<file path="src/rtl/adder_pkg.sv">
// adder_pkg: shared FSM encoding and parameter checks for the chunked adder family.
package adder_pkg;
    typedef enum logic [1:0] {IDLE = 2'd0, BUSY = 2'd1, DONE = 2'd2} state_t;
    function automatic bit width_ok(int width, int chunk);
        return chunk > 0 && width >= chunk && width % chunk == 0;
    endfunction
endpackage

</file>
<file path="src/rtl/multicycle_adder_if.sv">
// multicycle_adder_if: operand/result handshake bundle for multicycle_adder.
interface multicycle_adder_if #(parameter int WIDTH = 16);
    logic             in_valid, in_ready, Cin, sub;
    logic             out_valid, out_ready, Cout, ovf, zero;
    logic [WIDTH-1:0] A, B, Sum;
    modport master (
        output in_valid, A, B, Cin, sub, out_ready,
        input  in_ready, out_valid, Sum, Cout, ovf, zero
    );
    modport slave (
        input  in_valid, A, B, Cin, sub, out_ready,
        output in_ready, out_valid, Sum, Cout, ovf, zero
    );
endinterface

</file>
<file path="src/rtl/adder_chunk.sv">
// adder_chunk: purely combinational CHUNK-bit ripple-carry adder.
module adder_chunk #(parameter int CHUNK = 4) (
    input  logic [CHUNK-1:0] A,
    input  logic [CHUNK-1:0] B,
    input  logic             Cin,
    output logic [CHUNK-1:0] Sum,
    output logic             Cout
);
    logic c;
    always_comb begin
        c = Cin;
        Sum = '0;
        for (int k = 0; k < CHUNK; k++) begin
            Sum[k] = A[k] ^ B[k] ^ c;
            c = (A[k] & B[k]) | (c & (A[k] ^ B[k]));
        end
        Cout = c;
    end
endmodule

</file>
<file path="src/rtl/multicycle_adder.sv">
// multicycle_adder: WIDTH-bit add/subtract computed CHUNK bits per cycle, LSB first.
module multicycle_adder
    import adder_pkg::*;
#(
    parameter int WIDTH = 16,
    parameter int CHUNK = 4
) (
    input  logic               clk,
    input  logic               rst_n,
    multicycle_adder_if.slave  bus
);
    localparam int N  = WIDTH / CHUNK;
    localparam int IW = $clog2(N + 1);

    generate
        if (!width_ok(WIDTH, CHUNK)) begin : g_bad_width
            $error("multicycle_adder: WIDTH must be a non-zero multiple of CHUNK");
        end
    endgenerate

    state_t           state;
    logic [WIDTH-1:0] a_q, b_q, sum_q, sum_nx, b_eff;
    logic [CHUNK-1:0] a_c, b_c, s_c;
    logic [IW-1:0]    idx;
    logic             carry, c_out, cout_q, ovf_q, zero_q;

    assign b_eff = bus.sub ? ~bus.B : bus.B;

    // Chunk select by comparison keeps the index narrow and avoids a multiplier.
    always_comb begin
        a_c = '0;
        b_c = '0;
        for (int k = 0; k < N; k++)
            if (idx == IW'(k)) begin
                a_c = a_q[k*CHUNK +: CHUNK];
                b_c = b_q[k*CHUNK +: CHUNK];
            end
    end

    adder_chunk #(.CHUNK(CHUNK)) u_chunk (
        .A(a_c), .B(b_c), .Cin(carry), .Sum(s_c), .Cout(c_out)
    );

    always_comb begin
        sum_nx = sum_q;
        for (int k = 0; k < N; k++)
            if (idx == IW'(k)) sum_nx[k*CHUNK +: CHUNK] = s_c;
    end

    always_ff @(posedge clk or negedge rst_n) begin
        if (!rst_n) begin
            state  <= IDLE;
            a_q    <= '0;
            b_q    <= '0;
            sum_q  <= '0;
            carry  <= 1'b0;
            idx    <= '0;
            cout_q <= 1'b0;
            ovf_q  <= 1'b0;
            zero_q <= 1'b0;
        end else begin
            case (state)
                IDLE: if (bus.in_valid) begin
                    a_q   <= bus.A;
                    b_q   <= b_eff;
                    carry <= bus.sub | bus.Cin;
                    idx   <= '0;
                    state <= BUSY;
                end
                BUSY: begin
                    sum_q <= sum_nx;
                    carry <= c_out;
                    idx   <= idx + 1'b1;
                    if (idx == IW'(N - 1)) begin
                        state  <= DONE;
                        cout_q <= c_out;
                        ovf_q  <= (a_q[WIDTH-1] == b_q[WIDTH-1]) && (sum_nx[WIDTH-1] != a_q[WIDTH-1]);
                        zero_q <= sum_nx == '0;
                    end
                end
                DONE: if (bus.out_ready) state <= IDLE;
                default: state <= IDLE;
            endcase
        end
    end

    assign bus.in_ready  = state == IDLE;
    assign bus.out_valid = state == DONE;
    assign bus.Sum       = sum_q;
    assign bus.Cout      = cout_q;
    assign bus.ovf       = ovf_q;
    assign bus.zero      = zero_q;
endmodule
</file>
<file path="src/flat_wrapper.sv">
// flat-port wrapper written by rule: the top's interface ports become plain ports
module multicycle_adder_flat import adder_pkg::*;
#(
    parameter int WIDTH = 16,
    parameter int CHUNK = 4
)
  (clk, rst_n, bus_in_valid, bus_A, bus_B, bus_Cin, bus_sub, bus_out_ready, bus_in_ready, bus_out_valid, bus_Sum, bus_Cout, bus_ovf, bus_zero);
  multicycle_adder_if #(.WIDTH(WIDTH)) bus_i ();
  input  logic clk;
  input  logic rst_n;
  input wire logic [$bits(bus_i.in_valid)-1:0] bus_in_valid;
  input wire logic [$bits(bus_i.A)-1:0] bus_A;
  input wire logic [$bits(bus_i.B)-1:0] bus_B;
  input wire logic [$bits(bus_i.Cin)-1:0] bus_Cin;
  input wire logic [$bits(bus_i.sub)-1:0] bus_sub;
  input wire logic [$bits(bus_i.out_ready)-1:0] bus_out_ready;
  output wire logic [$bits(bus_i.in_ready)-1:0] bus_in_ready;
  output wire logic [$bits(bus_i.out_valid)-1:0] bus_out_valid;
  output wire logic [$bits(bus_i.Sum)-1:0] bus_Sum;
  output wire logic [$bits(bus_i.Cout)-1:0] bus_Cout;
  output wire logic [$bits(bus_i.ovf)-1:0] bus_ovf;
  output wire logic [$bits(bus_i.zero)-1:0] bus_zero;
  assign bus_i.in_valid = bus_in_valid;
  assign bus_i.A = bus_A;
  assign bus_i.B = bus_B;
  assign bus_i.Cin = bus_Cin;
  assign bus_i.sub = bus_sub;
  assign bus_i.out_ready = bus_out_ready;
  assign bus_in_ready = bus_i.in_ready;
  assign bus_out_valid = bus_i.out_valid;
  assign bus_Sum = bus_i.Sum;
  assign bus_Cout = bus_i.Cout;
  assign bus_ovf = bus_i.ovf;
  assign bus_zero = bus_i.zero;
  multicycle_adder #(.WIDTH(WIDTH), .CHUNK(CHUNK)) u_core (.clk(clk), .rst_n(rst_n), .bus(bus_i));
endmodule
</file>
<file path="config.mk">
export PLATFORM = sky130hd
export DESIGN_NAME = multicycle_adder_flat
export DESIGN_NICKNAME = d
export VERILOG_FILES = /design/src/rtl/adder_pkg.sv /design/src/rtl/multicycle_adder_if.sv /design/src/rtl/adder_chunk.sv /design/src/rtl/multicycle_adder.sv /design/src/flat_wrapper.sv
export SDC_FILE = /design/constraint.sdc
export NUM_CORES = 1
export LEC_CHECK = 0
export CAP_MARGIN = 20
export CORE_MARGIN = 5
export CORE_UTILIZATION = 40
export CTS_BUF_LIST = sky130_fd_sc_hd__clkbuf_16
export DETAILED_ROUTE_END_ITERATION = 10
export PLACE_DENSITY = 0.61
export SETUP_SLACK_MARGIN = 0.05
export SLEW_MARGIN = 20
export SYNTH_ARGS = -nofsm -noshare
export SYNTH_HDL_FRONTEND = slang
export SYNTH_SLANG_ARGS = --single-unit
</file>
<file path="constraint.sdc">
create_clock -name clk -period 10.06 [get_ports clk]
set_clock_uncertainty 0.15 [all_clocks]
set_input_delay 2.012 -clock clk [delete_from_list [all_inputs] [get_ports clk]]
set_output_delay 2.012 -clock clk [all_outputs]
set_load 0.05 [all_outputs]
</file>
# Word-level counts from Yosys, hierarchy flattened
# Index checks and enable logic that the tools add are counted.
# Widths: inputs -> output; s select.
dict set report word_totals {
  ff_bits 57
  in_bits 38
  output_inout_bits 21
  word_cells 72
}
dict set report op_classes {
  n_bitwise 22
  n_eq_ne 10
  mux 21
  n_reduce_logical 9
  add_sub_neg 1
}
# operator count
set ops {}
lappend ops {{$mux 4} 12}
lappend ops {{$logic_not 16->1} 1}
lappend ops {{$mux 16} 1}
lappend ops {{$not 16->16} 1}
lappend ops {{$and 1x1->1} 8}
lappend ops {{$xor 1x1->1} 8}
lappend ops {{$eq 3x2->1 const B} 2}
lappend ops {{$mux 2} 3}
lappend ops {{$pmux 2 s3} 1}
lappend ops {{$pmux 3 s2} 1}
lappend ops {{$reduce_and 2->1} 3}
lappend ops {{$or 1x1->1} 5}
lappend ops {{$ne 2x2->1 const B} 2}
lappend ops {{$add 3x1->3 const B} 1}
lappend ops {{$eq 3x1->1 const B} 1}
lappend ops {{$logic_not 3->1} 1}
lappend ops {{$mux 3} 1}
lappend ops {{$reduce_and 3->1} 1}
lappend ops {{$eq 2x1->1 const B} 1}
lappend ops {{$eq 2x2->1 const B} 1}
lappend ops {{$logic_not 2->1} 1}
lappend ops {{$ne 2x1->1 const B} 1}
lappend ops {{$pmux 1 s2} 1}
lappend ops {{$reduce_bool 2->1} 1}
lappend ops {{other kinds (4)} 4}

# Depth between registers and ports, before layout
dict set report logic_depth {
  ltp_word 16
  mapped_depth 16
  mapped_depth_nobuf 15
}

# Hierarchy
# From an unflattened synthesis, not the netlist that was laid out.
dict set report unflattened {
  hier_cells 302
  hier_area_um2 2887.8
}
# module area_each_um2 n_inst cells_each seq_area_each_um2
set modules_own_cells {}
lappend modules_own_cells {multicycle_adder 2770.2 1 288 1426.4}
lappend modules_own_cells {adder_chunk 117.6 1 14 0.0}

# Least setup slack after synthesis
# Ideal clock, no wire load.
dict set report synth_timing {
  path_type {reg-to-reg}
  start {reg u_core.idx[2]}
  end {reg u_core.zero_q, in the netlist u_core.bus.zero}
  stages_incl_launch_ff 16
  required_time_ps 9842
  synth_period_minus_slack_ps 3913
  setup_ps 68
  t_arrival_ps 3694
  setup_slack_ps 6147
  n_path_buf 2
  path_cell_list {dfrtp_1 buf_2 inv_1 ha_1 clkbuf_1 nor2_1 a22o_1 fa_1 inv_1 fa_1 inv_1 fa_1 fa_1 or4b_1 nor3_2 a32o_1}
}
dict set report synth_between {
  elab_chain_cells 15
  elab_cells_between_ends 35
  cone_classes {3 x eq/ne; 12 x mux; 17 x bitwise; 3 x reduce/logical}
}
# item line
set synth_rtl {}
lappend synth_rtl {{start: declaration} multicycle_adder.sv:24} ;# logic [IW-1:0] idx;
lappend synth_rtl {{start signal: assignment} multicycle_adder.sv:73} ;# idx <= idx + 1'b1;
lappend synth_rtl {{$logic_not 3->1} {multicycle_adder.sv:34, multicycle_adder.sv:47}}
lappend synth_rtl {{$mux 4 (4 in a row)} multicycle_adder.sv:34} ;# if (idx == IW'(k)) begin
lappend synth_rtl {{$xor 1x1->1} {adder_chunk.sv:14, adder_chunk.sv:15}}
lappend synth_rtl {{$and 1x1->1} adder_chunk.sv:15} ;# c = (A[k] & B[k]) | (c & (A[k] ^ B[k]));
lappend synth_rtl {{$or 1x1->1} adder_chunk.sv:15}
lappend synth_rtl {{$and 1x1->1} adder_chunk.sv:15}
lappend synth_rtl {{$or 1x1->1} adder_chunk.sv:15}
lappend synth_rtl {{$and 1x1->1} adder_chunk.sv:15}
lappend synth_rtl {{$or 1x1->1} adder_chunk.sv:15}
lappend synth_rtl {{$xor 1x1->1} adder_chunk.sv:14} ;# Sum[k] = A[k] ^ B[k] ^ c;
lappend synth_rtl {{$mux 4} multicycle_adder.sv:47} ;# if (idx == IW'(k)) sum_nx[k*CHUNK +: CHUNK] = s_c;
lappend synth_rtl {{$logic_not 16->1} multicycle_adder.sv:78} ;# zero_q <= sum_nx == '0;
lappend synth_rtl {{end signal: assignment} multicycle_adder.sv:60} ;# zero_q <= 1'b0;
lappend synth_rtl {{end signal: assignment} multicycle_adder.sv:78}
lappend synth_rtl {{end: declaration} multicycle_adder.sv:25} ;# logic carry, c_out, cout_q, ovf_q, zero_q;
# Parallel ways exist; a longest one is shown, timed or not.
# A chain may end at the register's enable or synchronous reset.

# Worst setup path in the final report
dict set report layout_timing {
  start {reg u_core.idx[1]}
  end {reg u_core.zero_q, in the netlist u_core.bus.zero}
}
# Same word-level chain as after synthesis.

==> results.py <==
metrics = {
    "synthesis": {
        "ys_seq_elements": 57,
        "ys.warnings.count": 0,
        "synthFlopType": "dfrtp_1",
        "synth.avg_cell_area_um2": 9.77,
        "synth_top_cell_area_share_pct": 49.7,
        "synthArstFlopShare_pct": 100,
        "ys_types": 33,
        "synth_top_cell_by_area": "dfrtp_1",
        "synth_area_um2": 2870,
        "yosysMostFrequentCell": "nand2_1",
        "postSynthCellCount": 294,
        "syn-num-nets": 341,
        "synth_commonest_cells": "nand2_1 (82), dfrtp_1 (57), o21ai_0 (35), xnor2_1 (16), mux2_1 (13)",
        "synth_edf_count": 0,
        "seq_area_frac_synth_pct": 49.7,
        "synthTopCellsByArea": "dfrtp_1 (50%), nand2_1 (11%), o21ai_0 (6.1%), mux2_1 (5.1%), xnor2_1 (4.9%)",
    },
    "routing": {
        "drtIter0Drc": 75,
        "postRouteWirelength_mm": 6.40,
        "avgRoutedWirePerCell_um": 14.2,
        "via_per_inst": 4.87,
        "detail-route-antenna-nets": 0,
        "route.detailed.drc": 0,
        "drtPass1Iterations": 4,
        "num_vias": 2190,
    },
    "timing": {
        "finalMaxSlewViolations": 0,
        "rsz0062_at_grt": "no",
        "fin_ws_ns": 5.61,
        "slew_headroom_pct": 42.0,
        "fin_crit_ns": 4.45,
        "fmax_mhz": 225,
        "fin_crit_sh_pct": 44.3,
        "hold_viol": 0,
        "setup_violations": 0,
        "tns_ns": 0,
        "worst_slew_pin_slew_ns": 0.867,
    },
    "final_layout": {
        "drive_gt1_share_pct": 6.21,
        "design_area_um2": 3750,
        "diodes": 0,
        "area.growth.synth_to_final_pct": 30.4,
        "nets": 396,
    },
    "clock_tree": {
        "cts_max_level": 3,
        "cts.sinks": 57,
        "clockBufferDepth": 2,
        "root_buffer": "clkbuf_16",
        "clkLatencyLatePin_ns": 0.32,
        "clkSlewWorstSetupHoldPaths_ns": 0.05,
        "postCtsSetupRepairBufs": 0,
        "cts_resized": 0,
        "cts_buffers": 9,
        "hold_buffers": 0,
        "cts_tree": "done",
    },
    "power_and_ir_drop": {
        "p_int_mw": 0.753,
        "switching_power_mw": 0.592,
        "switching_share_pct": 44.0,
        "ir_drop_mv": 0.100,
        "p_leak_nw": 1.70,
        "power_frac_seq_pct": 31.1,
        "p_per_area_nw_per_um2": 359,
        "pwr-share-comb_pct": 49.7,
        "total_power_mw": 1.35,
        "clock_power_share_pct": 19.2,
    },
    "die": {
        "dieArea_um2": 8980,
        "die-width_um": 94.7,
        "floorplan.initialDensity_pct": 41.6,
        "fp-row-count": 30,
        "ios": 59,
        "core_um2": 6910,
        "die_h_um": 94.7,
    },
    "global_route": {
        "grt.overflow.total": 0,
        "grtUsageTotal_pct": 15.5,
        "grt_max_degree": 58,
        "antenna_found_initial": 0,
        "grt_pass1_wl_mm": 10.6,
        "grt_pass1_vias": 2179,
    },
    "placement": {
        "place_ws_ns": 5.64,
        "hpwl_mm": 4.58,
        "gp_congestion": 0.787,
        "placed_area_um2": 3490,
        "io_buffers": 58,
    },
    "critical_path": {
        "arrival_ns": 4.56,
        "cp_max_fo": 18,
        "cp.required_ns": 10.17,
        "critical_path.endpoint_type": "flip-flop",
        "timing_worst_setup_path_type": "reg2reg",
        "startpoint_type": "flip-flop",
    },
    "run_status": {
        "status": "finished, final reports clean",
    },
    "flow_run": {
        "drv_cap": 0,
    },
    "worst_hold_path": {
        "worst_hold_path_type": "reg2reg",
    },
}
## layer usage
| layer | vias up | part of all wire [%] | global-route usage [%] |
|---|---|---|---|
| met5 | - | 0 | 0 |
| met4 | 0 | 1.6 | 7.57 |
| met3 | 8 | 4.8 | 3.82 |
| met2 | 60 | 47 | 23.5 |
| met1 | 1024 | 47 | 20.7 |
| li1 | 1098 | - | - |
## final timing paths
kind,start,endpoint,slack (ns),cells after the start
min in group asynchronous,rst_n,u_core.bus.Sum[12]$_DFFE_PN0P_,1.66,2
min reg2reg,u_core.b_q[2]$_DFFE_PN0P_,u_core.b_q[2]$_DFFE_PN0P_,0.32,2
max,u_core.idx[1]$_DFFE_PN0P_,u_core.bus.zero$_DFFE_PN0P_,5.61,15
max in group asynchronous,rst_n,u_core.b_q[15]$_DFFE_PN0P_,7.61,2
min,u_core.b_q[2]$_DFFE_PN0P_,u_core.b_q[2]$_DFFE_PN0P_,0.32,2
max reg2reg,u_core.idx[1]$_DFFE_PN0P_,u_core.bus.zero$_DFFE_PN0P_,5.61,15
## flip-flops by register name, indices dropped and copies added (netlist names)
register and cells:
u_core.bus.Sum 16, u_core.bus.Cout 1, u_core.b_q 16, u_core.bus.ovf 1, u_core.state 2, u_core.carry 1, u_core.a_q 16, u_core.bus.zero 1
u_core.idx 3
## power by group through the flow
stage	logic (mW)	registers (mW)	clock network [mW]
2_1_floorplan	0.387	0.498	0
4_1_cts	0.677	0.420	0.261
3_3_place_gp	0.659	0.421	0
3_5_place_dp	0.675	0.421	0
5_1_grt	0.734	0.431	0.272
6_report	0.669	0.419	0.258
## cell type report
type | instances | area, µm²
multi-input cells | 215 | 1330
fillers | 667 | 3160
repair buffers | 60 | 591
clock inverters | 7 | 31.3
inverters | 6 | 22.5
flip-flops and latches | 57 | 1430
clock buffers | 9 | 225
well taps | 96 | 120
## cells in the final DEF, fill, tap and decap left out, types with 9 or more instances in the layout
cell / instances
nand2_1: 82
o21ai_0: 35
a21oi_1: 9
inv_1: 9
clkbuf_16: 9
clkdlybuf4s50_1: 57
dfrtp_1: 57
mux2_1: 13
xnor2_1: 16
## kinds of logic (layout without fill, tap and decap cells)
group                      count (synthesis)  after routing  share of synthesized area, %
muxes                                     13             13                          5.10
buffers and inverters                     22             82                          4.01
xor gates and xnor gates                  16             16                          4.88
AOI/OAI and AO/OA                         59             59                          11.9
DFF                                       57             57                          49.7
adders and majority gates                  9              9                          4.97
and+or+nand+nor                          118            118                          19.5
## worst max-delay path, stage by stage (launching register included)
cell and delay [ns]:
dfrtp_1 0.40, inv_1 0.10, ha_1 0.54, and3b_1 0.25
a21oi_1 0.13, o21ai_0 0.09, a22o_1 0.25, fa_1 0.42
inv_1 0.08, fa_1 0.15, inv_1 0.05, fa_1 0.37
fa_1 0.56, or4b_1 0.55, nor3_2 0.12, a32o_1 0.18
## metrics by stage
| stage | hold WS [ns] | utilization (%) | instances |
|---|---|---|---|
| after floorplan | 0.288 | - | 294 |
| after global placement | 0.312 | 50.5 | 434 |
| after global routing | 0.354 | 54.3 | 450 |
| final | 0.317 | 54.3 | 450 |
| after CTS | 0.324 | 54.3 | 450 |
| after detailed placement | 0.311 | 50.5 | 434 |
(Power assumes the default switching activity.)
